<file path="config.mk">
export PLATFORM = sky130hd
export DESIGN_NAME = des_perm_engine_flat
export DESIGN_NICKNAME = d
export VERILOG_FILES = /design/src/rtl/des_perm_if.sv /design/src/rtl/des_perm_engine.sv /design/src/flat_wrapper.sv
export SDC_FILE = /design/constraint.sdc
export NUM_CORES = 1
export LEC_CHECK = 0
export ABC_AREA = 0
export CORE_ASPECT_RATIO = 1.1
export CORE_MARGIN = 4
export CORE_UTILIZATION = 31
export DETAILED_ROUTE_END_ITERATION = 10
export RECOVER_POWER = 100
export SLEW_MARGIN = 20
export SYNTH_ARGS = -nofsm -noshare
export SYNTH_HDL_FRONTEND = slang
export SYNTH_SLANG_ARGS = --single-unit
</file>
<file path="constraint.sdc">
create_clock -name clk -period 2 [get_ports clk]
set_input_delay 0.3 -clock clk [delete_from_list [all_inputs] [get_ports clk]]
set_output_delay 0.3 -clock clk [all_outputs]
set_load 0.02 [all_outputs]
</file>
<file path="src/rtl/des_perm_if.sv">
// Handshake bundle between des_perm_engine and its producer/consumer.
// DES_PERM_SWAP_EN adds the in_swap sideband sampled with in_data.
interface des_perm_if;
  logic        in_valid;
  logic        in_ready;
  logic [63:0] in_data;
  logic        in_mode;
`ifdef DES_PERM_SWAP_EN
  logic        in_swap;
`endif
  logic        out_valid;
  logic        out_ready;
  logic [63:0] out_data;
  logic        busy;

`ifdef DES_PERM_SWAP_EN
  modport master (output in_valid, in_data, in_mode, in_swap, out_ready,
                  input  in_ready, out_valid, out_data, busy);
  modport slave  (input  in_valid, in_data, in_mode, in_swap, out_ready,
                  output in_ready, out_valid, out_data, busy);
`else
  modport master (output in_valid, in_data, in_mode, out_ready,
                  input  in_ready, out_valid, out_data, busy);
  modport slave  (input  in_valid, in_data, in_mode, out_ready,
                  output in_ready, out_valid, out_data, busy);
`endif
endinterface

</file>
<file path="src/rtl/des_perm_engine.sv">
// Multi-cycle DES IP / FP permutation producing BITS_PER_CYCLE result bits per clock.
// Optional macro DES_PERM_SWAP_EN adds in_swap (exchange 32-bit halves before permuting).
module des_perm_engine #(
  parameter int unsigned BITS_PER_CYCLE = 8,
  parameter bit          OUT_HOLD_CLR   = 1'b1
) (
  input logic       clk,
  input logic       rst,
  des_perm_if.slave bus
);
  localparam int unsigned N  = 64 / BITS_PER_CYCLE;
  localparam int unsigned CW = (N > 1) ? $clog2(N) : 1;

  // DES bit numbers, MSB-first: entry i is the source bit for output bit i+1
  localparam int unsigned IP_TBL [64] = '{
    58, 50, 42, 34, 26, 18, 10, 2,  60, 52, 44, 36, 28, 20, 12, 4,
    62, 54, 46, 38, 30, 22, 14, 6,  64, 56, 48, 40, 32, 24, 16, 8,
    57, 49, 41, 33, 25, 17,  9, 1,  59, 51, 43, 35, 27, 19, 11, 3,
    61, 53, 45, 37, 29, 21, 13, 5,  63, 55, 47, 39, 31, 23, 15, 7};
  localparam int unsigned FP_TBL [64] = '{
    40, 8, 48, 16, 56, 24, 64, 32,  39, 7, 47, 15, 55, 23, 63, 31,
    38, 6, 46, 14, 54, 22, 62, 30,  37, 5, 45, 13, 53, 21, 61, 29,
    36, 4, 44, 12, 52, 20, 60, 28,  35, 3, 43, 11, 51, 19, 59, 27,
    34, 2, 42, 10, 50, 18, 58, 26,  33, 1, 41,  9, 49, 17, 57, 25};

  generate
    if (!(BITS_PER_CYCLE == 1  || BITS_PER_CYCLE == 2  || BITS_PER_CYCLE == 4 ||
          BITS_PER_CYCLE == 8  || BITS_PER_CYCLE == 16 || BITS_PER_CYCLE == 32 ||
          BITS_PER_CYCLE == 64)) begin : g_bad_bits_per_cycle
      $error("des_perm_engine: BITS_PER_CYCLE must be a power of two from 1 to 64");
    end
  endgenerate

  typedef enum logic [1:0] {IDLE, PERM, DONE} state_t;

  state_t          state;
  state_t          state_next;
  logic [CW-1:0]   cnt;
  logic [63:0]     held;
  logic            held_mode;
  logic [63:0]     data;
  logic [63:0]     data_next;
  logic [63:0]     perm_full;
  logic [63:0]     blk_in;
  logic            accept;
  logic            ready;
  logic            last;

`ifdef DES_PERM_SWAP_EN
  assign blk_in = bus.in_swap ? {bus.in_data[31:0], bus.in_data[63:32]} : bus.in_data;
`else
  assign blk_in = bus.in_data;
`endif

  assign last          = (cnt == CW'(N - 1));
  assign bus.in_ready  = ready;
  assign bus.out_valid = (state == DONE);
  assign bus.busy      = (state != IDLE);
  assign bus.out_data  = data;

  always_ff @(posedge clk) begin
    if (rst) state <= IDLE;
    else     state <= state_next;
  end

  always_comb begin
    state_next = state;
    accept     = 1'b0;
    ready      = 1'b0;
    case (state)
      IDLE: begin
        ready = 1'b1;
        if (bus.in_valid) begin
          accept     = 1'b1;
          state_next = PERM;
        end
      end
      PERM: if (last) state_next = DONE;
      DONE: begin
        ready = bus.out_ready;
        if (bus.out_ready) begin
          if (bus.in_valid) begin
            accept     = 1'b1;
            state_next = PERM;
          end else begin
            state_next = IDLE;
          end
        end
      end
      default: state_next = IDLE;
    endcase
  end

  always_comb begin
    perm_full = '0;
    for (int unsigned i = 0; i < 64; i++) begin
      perm_full[6'(63 - i)] = held[6'(64 - (held_mode ? FP_TBL[i] : IP_TBL[i]))];
    end
  end

  // Only the slice addressed by cnt is refreshed; the rest of data is carried over.
  always_comb begin
    data_next = data;
    for (int unsigned j = 0; j < 64; j++) begin
      if (CW'(j / BITS_PER_CYCLE) == cnt) data_next[6'(63 - j)] = perm_full[6'(63 - j)];
    end
  end

  always_ff @(posedge clk) begin
    if (rst) begin
      held      <= '0;
      held_mode <= 1'b0;
      cnt       <= '0;
      data      <= '0;
    end else begin
      if (accept) begin
        held      <= blk_in;
        held_mode <= bus.in_mode;
        cnt       <= '0;
      end else if (state == PERM && !last) begin
        cnt <= cnt + CW'(1);
      end
      if (state == PERM)
        data <= data_next;
      else if (state == DONE && bus.out_ready && OUT_HOLD_CLR)
        data <= '0;
    end
  end
endmodule
</file>
<file path="src/flat_wrapper.sv">
// flat-port wrapper written by rule: the top's interface ports become plain ports
module des_perm_engine_flat 
#(
  parameter int unsigned BITS_PER_CYCLE = 8,
  parameter bit          OUT_HOLD_CLR   = 1'b1
)
  (clk, rst, bus_in_valid, bus_in_data, bus_in_mode, bus_out_ready, bus_in_ready, bus_out_valid, bus_out_data, bus_busy);
  des_perm_if bus_i ();
  input logic clk;
  input logic rst;
  input wire logic [$bits(bus_i.in_valid)-1:0] bus_in_valid;
  input wire logic [$bits(bus_i.in_data)-1:0] bus_in_data;
  input wire logic [$bits(bus_i.in_mode)-1:0] bus_in_mode;
  input wire logic [$bits(bus_i.out_ready)-1:0] bus_out_ready;
  output wire logic [$bits(bus_i.in_ready)-1:0] bus_in_ready;
  output wire logic [$bits(bus_i.out_valid)-1:0] bus_out_valid;
  output wire logic [$bits(bus_i.out_data)-1:0] bus_out_data;
  output wire logic [$bits(bus_i.busy)-1:0] bus_busy;
  assign bus_i.in_valid = bus_in_valid;
  assign bus_i.in_data = bus_in_data;
  assign bus_i.in_mode = bus_in_mode;
  assign bus_i.out_ready = bus_out_ready;
  assign bus_in_ready = bus_i.in_ready;
  assign bus_out_valid = bus_i.out_valid;
  assign bus_out_data = bus_i.out_data;
  assign bus_busy = bus_i.busy;
  des_perm_engine #(.BITS_PER_CYCLE(BITS_PER_CYCLE), .OUT_HOLD_CLR(OUT_HOLD_CLR)) u_core (.clk(clk), .rst(rst), .bus(bus_i));
endmodule
</file>
# Yosys cells after proc, flatten, opt, wreduce, memory -nomap -nowiden
# Index checks and enable logic that the tools add are counted.
# totals
word_cells	426
input_bits	69
register_bits	134
out_inout_bits	67
# classes
n_reduce_logical	17
addsub	61
n_mux	255
order_cmp	60
n_eq_ne	21
# op_table
cell	n
6-bit by 7-bit < comparator with 1-bit output, second input constant	60
1-bit binary-select mux with 6-bit select	60
1-bit by 6-bit subtractor with 6-bit output, first input constant	60
6-bit 2-to-1 mux	32
64-bit 2-to-1 mux	2
1-bit 2-to-1 mux	127
5-bit 2-to-1 mux	17
3-bit 2-to-1 mux	6
2-bit by 1-bit inequality test with 1-bit output, second input constant	9
2-bit AND reduction	8
3-bit equality test, first input constant	4
4-bit 2-to-1 mux	3
2-bit 2-to-1 mux	5
2-bit by 3-bit equality test with 1-bit output, first input constant	2
2-bit case mux with 3 select lines	1
2-bit inequality test, second input constant	2
1-bit case mux with 2 select lines	2
2-bit nonzero test	2
3-bit by 1-bit adder with 3-bit output, second input constant	1
1-bit by 3-bit equality test with 1-bit output, first input constant	1
3-bit equality test, second input constant	1
3-bit logical NOT	1
3-bit AND reduction	1
2-bit by 1-bit equality test with 1-bit output, second input constant	1
5 further kinds	6

# Depth between registers and ports, before layout
# Gate-level depths: netlist of the first run.
# logic_depth
depth_word	6
ltp_mapped	7
mapped_depth_nobuf	5

# Least setup slack after synthesis of the first run
# No wires, ideal clock.
# synth_timing
path_kind	reg2reg
startpoint	register u_core.cnt[0]
endpoint	register u_core.cnt[2]
t_arrival_ns	1.577
t_required_ns	1.897
path_stages_with_launch	7
setup_ns	0.103
period_less_slack_ns	1.681
path_buffers	1
path_slack_ns	0.319
path_cell_list	dfxtp_1 -> ha_1 -> ha_1 -> clkbuf_1 -> nor3b_4 -> nor2_2 -> a2111oi_2
# synth_between
elab_chain_cells	3
word_cells_on_any_way	4
cone_classes	1 x add/sub; 1 x eq/ne; 2 x reduce/logical
# synth_rtl
item	line	text
from (decl)	des_perm_engine.sv:38	logic [CW-1:0] cnt;
from (signal assigned)	des_perm_engine.sv:121	cnt <= cnt + CW'(1);
parallel branches: the longest is 3 deep, another holds 3-bit by 1-bit adder with 3-bit output	--	
# Several ways; the timed one is not identified.
# A chain may end at the register's enable or synchronous reset.

# Worst setup path in the final report of the first run
# layout_timing
startpoint	input port bus_out_ready
endpoint	output port bus_in_ready
# layout_between
elab_chain_cells	1
# layout_rtl
item	line	text
from (decl)	flat_wrapper.sv:14	input wire logic [$bits(bus_i.out_ready)-1:0] bus_out_ready;
1-bit case mux with 2 select lines	des_perm_engine.sv:70	case (state)
to (decl)	flat_wrapper.sv:15	output wire logic [$bits(bus_i.in_ready)-1:0] bus_in_ready;
# Every way passes these cells.

==> qor.yml, run 1 <==
die_area_um2: 24000
io_pins: 136
drc_errors: 0
setup_tns_ns: 0
max_freq_ghz: 0.518
die_y_um: 162
dr_wl_met3_um: 1040
worstMarginPinSlew_ns: 0.602
std_cell_rows: 56
ys_seq_area_share_pct: 40.0
maxSlewViolCount: 0
cts_tree: "built"
postRouteAntennaNets: 0
grt_pass1_vias: 5136
rsz0062_at_grt: "no"
worstHoldPathType: "primary input to register"
drtIter0Drc: 480
synth_xor_area_share_pct: 0.131
wl_met2_um: 7680
critPathMaxFanout: 3
startpoint_type: "primary input"
wl_per_cell_um: 17.1
setup_viol: 0
grt_usage_pct: 15.6
worstPathArrival_ns: 1.63
r2r_end: "u_core.bus.out_data[39]"
cts_made_buffers: 17
grt_pass1_wl_um: 29400
reg2reg_from: "u_core.state[1]"
power_density_nw_per_um2: 726
required_ns: 1.70
final_hold_viol_count: 0
gp_congestion: 0.755
swShare_pct: 25.3
cap_violations: 0
status: "finished, final reports clean"
start_util_pct: 31.5
root_buffer: "clkbuf_16"
endpoint_kind: "output port"
syn_nets: 772
synth_edf_count: 0
ys_warn_count: 0
post-route-period-util_pct: 96.5
crit_end: "bus_in_ready"
async_flop_share_pct: 0
clk_latency_ns: 0.42
synth.area.mux_share_pct: 19.9
synthCells: 697
max-slew-margin-rel_pct: 59.9
yosys_most_used_dff: "dfxtp_1"
syn_to_final_growth_pct: 32.1
overflow: 0
synthAdderAreaFrac_pct: 1.12
port_buffers: 135
synth_top_family_by_area: "simple AND/OR/NAND/NOR gates"
routed_wl_um: 18800
syn_area_um2: 6700
antenna_found_initial: 0
die-width_um: 148
switchingPower_uw: 1630
fin_crit_ns: 1.93
via_per_inst: 4.73
combPwrFrac_pct: 11.9
cts_sinks: 134
syn_area_per_cell_um2: 9.61
clock_path_buffers: 2
synth-compound-area-share_pct: 12.6
diodes: 0
clkPwrFrac_pct: 43.4
hold_ws_ns: 0.283
firstDrtPassIters: 5
p_seq_share_pct: 44.6
synth-simple-area-share_pct: 20.1
hold_buffers: 0
clkTransAtPathRegs_ns: 0.06
dpl.hpwl_um: 13300
netlist-cell-type-count: 33
r2r_cells: 5
ir_worst_vdd_mv: 0.586
reg2reg_slack_ns: 0.24
leakage_uw: 0.00335
p_int_uw: 4800
setup.worst_path.start: "bus_out_ready"
vias: 5212
skew_ns: 0.00837
grt_max_degree: 99
core_area_um2: 21300
worstSetupPathType: "primary input to output port"
fin_util_pct: 41.6
met1Wirelength_um: 9750
fin_nets: 874
htreeDepth: 4
drive_above_1_share_pct: 13.8
ys_ff_latch: 134
top_layer_used: "met4"
-- layer usage --
layer	vias to the layer above	track usage, %
met2	138	21.2
met3	18	4.24
li1	2678	-
met4	0	5.21
met1	2378	23.7
met5	-	0
-- worst min-delay path by stage --
stage | startpoint | endpoint | cells after the start
2_1_floorplan | u_core.held[18] | u_core.held[18] | 2
3_3_place_gp | u_core.bus.out_data[20] | u_core.bus.out_data[20] | 2
4_1_cts | rst | u_core.held_mode | 3
6_report | rst | u_core.held_mode | 3
5_1_grt | rst | u_core.held_mode | 3
3_5_place_dp | u_core.bus.out_data[22] | u_core.bus.out_data[22] | 2
-- placed cells by master, fill, tap and decap left out, drive strengths merged, types with 3 or more instances in the layout --
master and n:
and4b 3, nor4bb 3, nand4b 3, inv 5, buf 22, clkbuf 22
nand2b 130, mux2i 66, nand4bb 3, nand3b 3, o211ai 64, nand3 64
dfxtp 134, a21oi 66, clkinvlp 6, clkinv 6, dlygate4sd3 64, mux2 60
ha 6, clkdlybuf4s50 68
-- cells by family after synthesis --
| kind of cell | Yosys count |
|---|---|
| AND/OR/NAND/NOR | 218 |
| flip-flops | 134 |
| multiplexers | 126 |
| XOR/XNOR | 1 |
| AO/OA/AOI/OAI | 133 |
| buffers and inverters | 79 |
| adder cells (fa/ha/maj) | 6 |
-- registers in the layout, indices dropped and copies added, names as in the netlist --
register             cells
u_core.bus.out_data     64
u_core.cnt               3
u_core.held             64
u_core.held_mode         1
u_core.state             2
-- per-stage QoR --
stage | area [µm²] | std cells | setup WS [ns] | total power (µW)
2_1_floorplan | 6700 | 697 | 0.319 | 3380
3_3_place_gp | 8360 | 1070 | 0.0738 | 3700
3_5_place_dp | 8360 | 1070 | 0.0675 | 3700
4_1_cts | 8890 | 1102 | 0.0207 | 6500
5_1_grt | 8850 | 1102 | 0.00812 | 6680
6_report | 8850 | 1102 | 0.0693 | 6430
-- Yosys cell counts, types with 5 or more instances --
library cell | instances | area (µm²)
nand2b_1 | 130 | 813
buf_2 | 29 | 145
buf_4 | 11 | 82.6
a21oi_1 | 66 | 330
ha_1 | 6 | 75.1
mux2_2 | 50 | 563
mux2_1 | 10 | 113
o211ai_1 | 64 | 480
mux2i_1 | 66 | 661
dfxtp_1 | 134 | 2680
inv_1 | 5 | 18.8
clkbuf_1 | 28 | 105
nand3_1 | 64 | 320
-- repair_timing --
item / 4_1_cts / 5_1_grt
gates cloned: 0 / 0
resized for setup: 2 / 2
endpoints found under the setup margin: 2 / 1
setup buffers: 0 / 0
-- cell type report --
| type | count | area [µm²] |
|---|---|---|
| flip-flops and latches | 134 | 2690 |
| multi-input cells | 484 | 3620 |
| inverters | 5 | 18.8 |
| clock inverters | 12 | 82.6 |
| clock buffers | 20 | 447 |
| well taps | 290 | 363 |
| repair buffers | 157 | 1630 |
| fillers | 2109 | 12400 |
-- critical path, cell delays in order --
cell,delay (ns)
clkdlybuf4s50_1,0.48
inv_1,0.09
a21oi_1,0.15
clkdlybuf4s50_1,0.61
-- power groups by stage --
stage / logic (µW) / clock network [µW] / registers [µW]
finish: 767 / 2790 / 2870
CTS: 786 / 2850 / 2870
detailed placement: 781 / 0 / 2920
global route: 832 / 2970 / 2880
global placement: 781 / 0 / 2920
floorplan: 506 / 0 / 2880
Note: power is estimated with default switching activity, not from simulation.
==> run 2: changes to the inputs <==
- CAP_MARGIN: unset -> 0
==> results of run 2 <==
No change in the layout: final DEF, timing and power equal those of run 1.
==> run 3: changes to the inputs <==
- ABC_AREA: 0 -> unset
- clock period: 2 -> 2.3 ns (I/O delays scaled with it)
==> run 3 against run 2 <==
Power fell by 6.7%. Die area did not move. Sequential share of layout area decreased by 0.098 points. Global-route usage is 0.49 points higher. First-iteration DRC count is 15% lower. Critical path depth unchanged. Critical endpoint unchanged.
==> qor.yml, run 3 (synthesis results as in run 1) <==
status: "finished, final reports clean"
die-width_um: 148
diodes: 0
reg2reg_slack_ns: 0.30
die_area_um2: 24000
max_freq_ghz: 0.465
overflow: 0
max-slew-margin-rel_pct: 54.6
syn_to_final_growth_pct: 32.3
finalWorstSetupSlack_ns: 0.150
clkPwrFrac_pct: 47.6
crit_end: "bus_in_ready"
power_density_nw_per_um2: 676
final_cell_mix: "dfxtp_1 (133), nand2b_1 (130), dlygate4sd3_1 (68)"
regArea_um2: 2680
switchingPower_uw: 1410
leakage_uw: 0.00335
nFillCells: 2121
wl_per_cell_um: 17.3
worstHoldPathType: "primary input to register"
die_y_um: 162
post-route-period-util_pct: 93.5
p_seq_share_pct: 41.5
cts_made_buffers: 17
cts_resized: 0
port_buffers: 135
grt_pass1_wl_um: 30400
ir_worst_vdd_mv: 0.415
setup_viol: 0
fin_crit_ns: 2.15
rsz0062_at_grt: "no"
drtIter0Drc: 406
layout_commonest_cell: "dfxtp_1"
startpoint_type: "primary input"
worstPathArrival_ns: 1.80
start_util_pct: 31.5
cap_violations: 0
r2r_cells: 5
skew_ns: 0.0114
r2r_end: "u_core.bus.out_data[0]"
firstDrtPassIters: 6
worstSetupPathType: "primary input to output port"
required_ns: 1.96
combPwrFrac_pct: 10.9
grt_usage_pct: 16.1
clk_latency_ns: 0.43
swShare_pct: 23.6
io_pins: 136
reg2reg_from: "u_core.state[1]"
cts_sinks: 134
post_cts_buffers: 0
dpl.hpwl_um: 13400
cts_tree: "built"
setup_tns_ns: 0
drc_errors: 0
worstMarginPinSlew_ns: 0.681
preCtsSetupSlack_ns: 0.255
endpoint_kind: "output port"
grt_pass1_vias: 5246
clkTransAtPathRegs_ns: 0.06
vias: 5315
final_hold_viol_count: 0
antenna_found_initial: 0
via_per_inst: 4.82
routed_wl_um: 19100
maxSlewViolCount: 0
std_cell_rows: 56
critPathMaxFanout: 3
setup.worst_path.start: "bus_out_ready"
grt_max_degree: 86
hold_buffers: 0
p_int_uw: 4580
drive_above_1_share_pct: 13.1
root_buffer: "clkbuf_16"
multi_input_area_um2: 3610
fin_nets: 874
clock_path_buffers: 2
core_area_um2: 21300
htreeDepth: 4
gp_congestion: 0.813
postRouteAntennaNets: 0
-- run 3: changes by cell type in the layout (fill, tap and decap cells not counted), moves of 3 or more --
cell,before,now
buf_12,10,6
clkinv_2,4,0
dlygate4sd3_1,64,68
buf_4,11,8
bufinv_16,0,3
clkbuf_1,3,6
clkbuf_2,1,4
clkbuf_8,1,4
-- run 3: metrics by stage --
step / total power [µW] / area (µm²) / cells / hold slack, ns / util (%)
after floorplan: 2940 / 6700 / 697 / 0.449 / -
after global placement: 3210 / 8320 / 1070 / 0.452 / 39.1
after detailed placement: 3210 / 8320 / 1070 / 0.456 / 39.1
after CTS: 6080 / 8950 / 1102 / 0.306 / 42.0
after global routing: 6230 / 8870 / 1102 / 0.339 / 41.6
final: 6000 / 8870 / 1102 / 0.317 / 41.6
-- run 3: how the worst min path moves through the flow --
stage / from / endpoint / slack [ns] / depth (start not counted)
floorplan: u_core.held[18] / u_core.held[18] / 0.45 / 2
CTS: rst / u_core.state[1] / 0.31 / 2
detailed placement: u_core.bus.out_data[42] / u_core.bus.out_data[42] / 0.46 / 2
global route: rst / u_core.bus.out_data[55] / 0.34 / 2
finish: rst / u_core.state[1] / 0.32 / 2
global placement: u_core.bus.out_data[8] / u_core.bus.out_data[8] / 0.45 / 2
-- run 3: area by class of cell --
class                   instances  area share [%]
clock buffers                  22            5.46
clock inverters                10            1.62
inverters                       5           0.212
multi-input cells             484            40.8
flip-flops and latches        134            30.3
well taps                     290            4.09
repair buffers                157            17.6
-- run 3: power groups by stage --
stage | combinational, µW | clock, µW | sequential (µW)
2_1_floorplan | 440 | 0 | 2500
3_3_place_gp | 677 | 0 | 2540
3_5_place_dp | 679 | 0 | 2530
4_1_cts | 682 | 2910 | 2490
5_1_grt | 709 | 3020 | 2500
6_report | 651 | 2860 | 2490
-- run 3: critical path, cell delays in order --
cell and delay, ns:
dlygate4sd3_1 0.56, inv_1 0.08, a21oi_1 0.14, dlygate4sd3_1 0.68
-- run 3: routing by layer --
layer,global-route usage (%),wire length [µm],vias up
met5,0,0,-
met4,4.16,177,0
met3,4.46,1090,14
met2,22.3,7950,130
met1,24.5,9870,2500
li1,-,-,2671
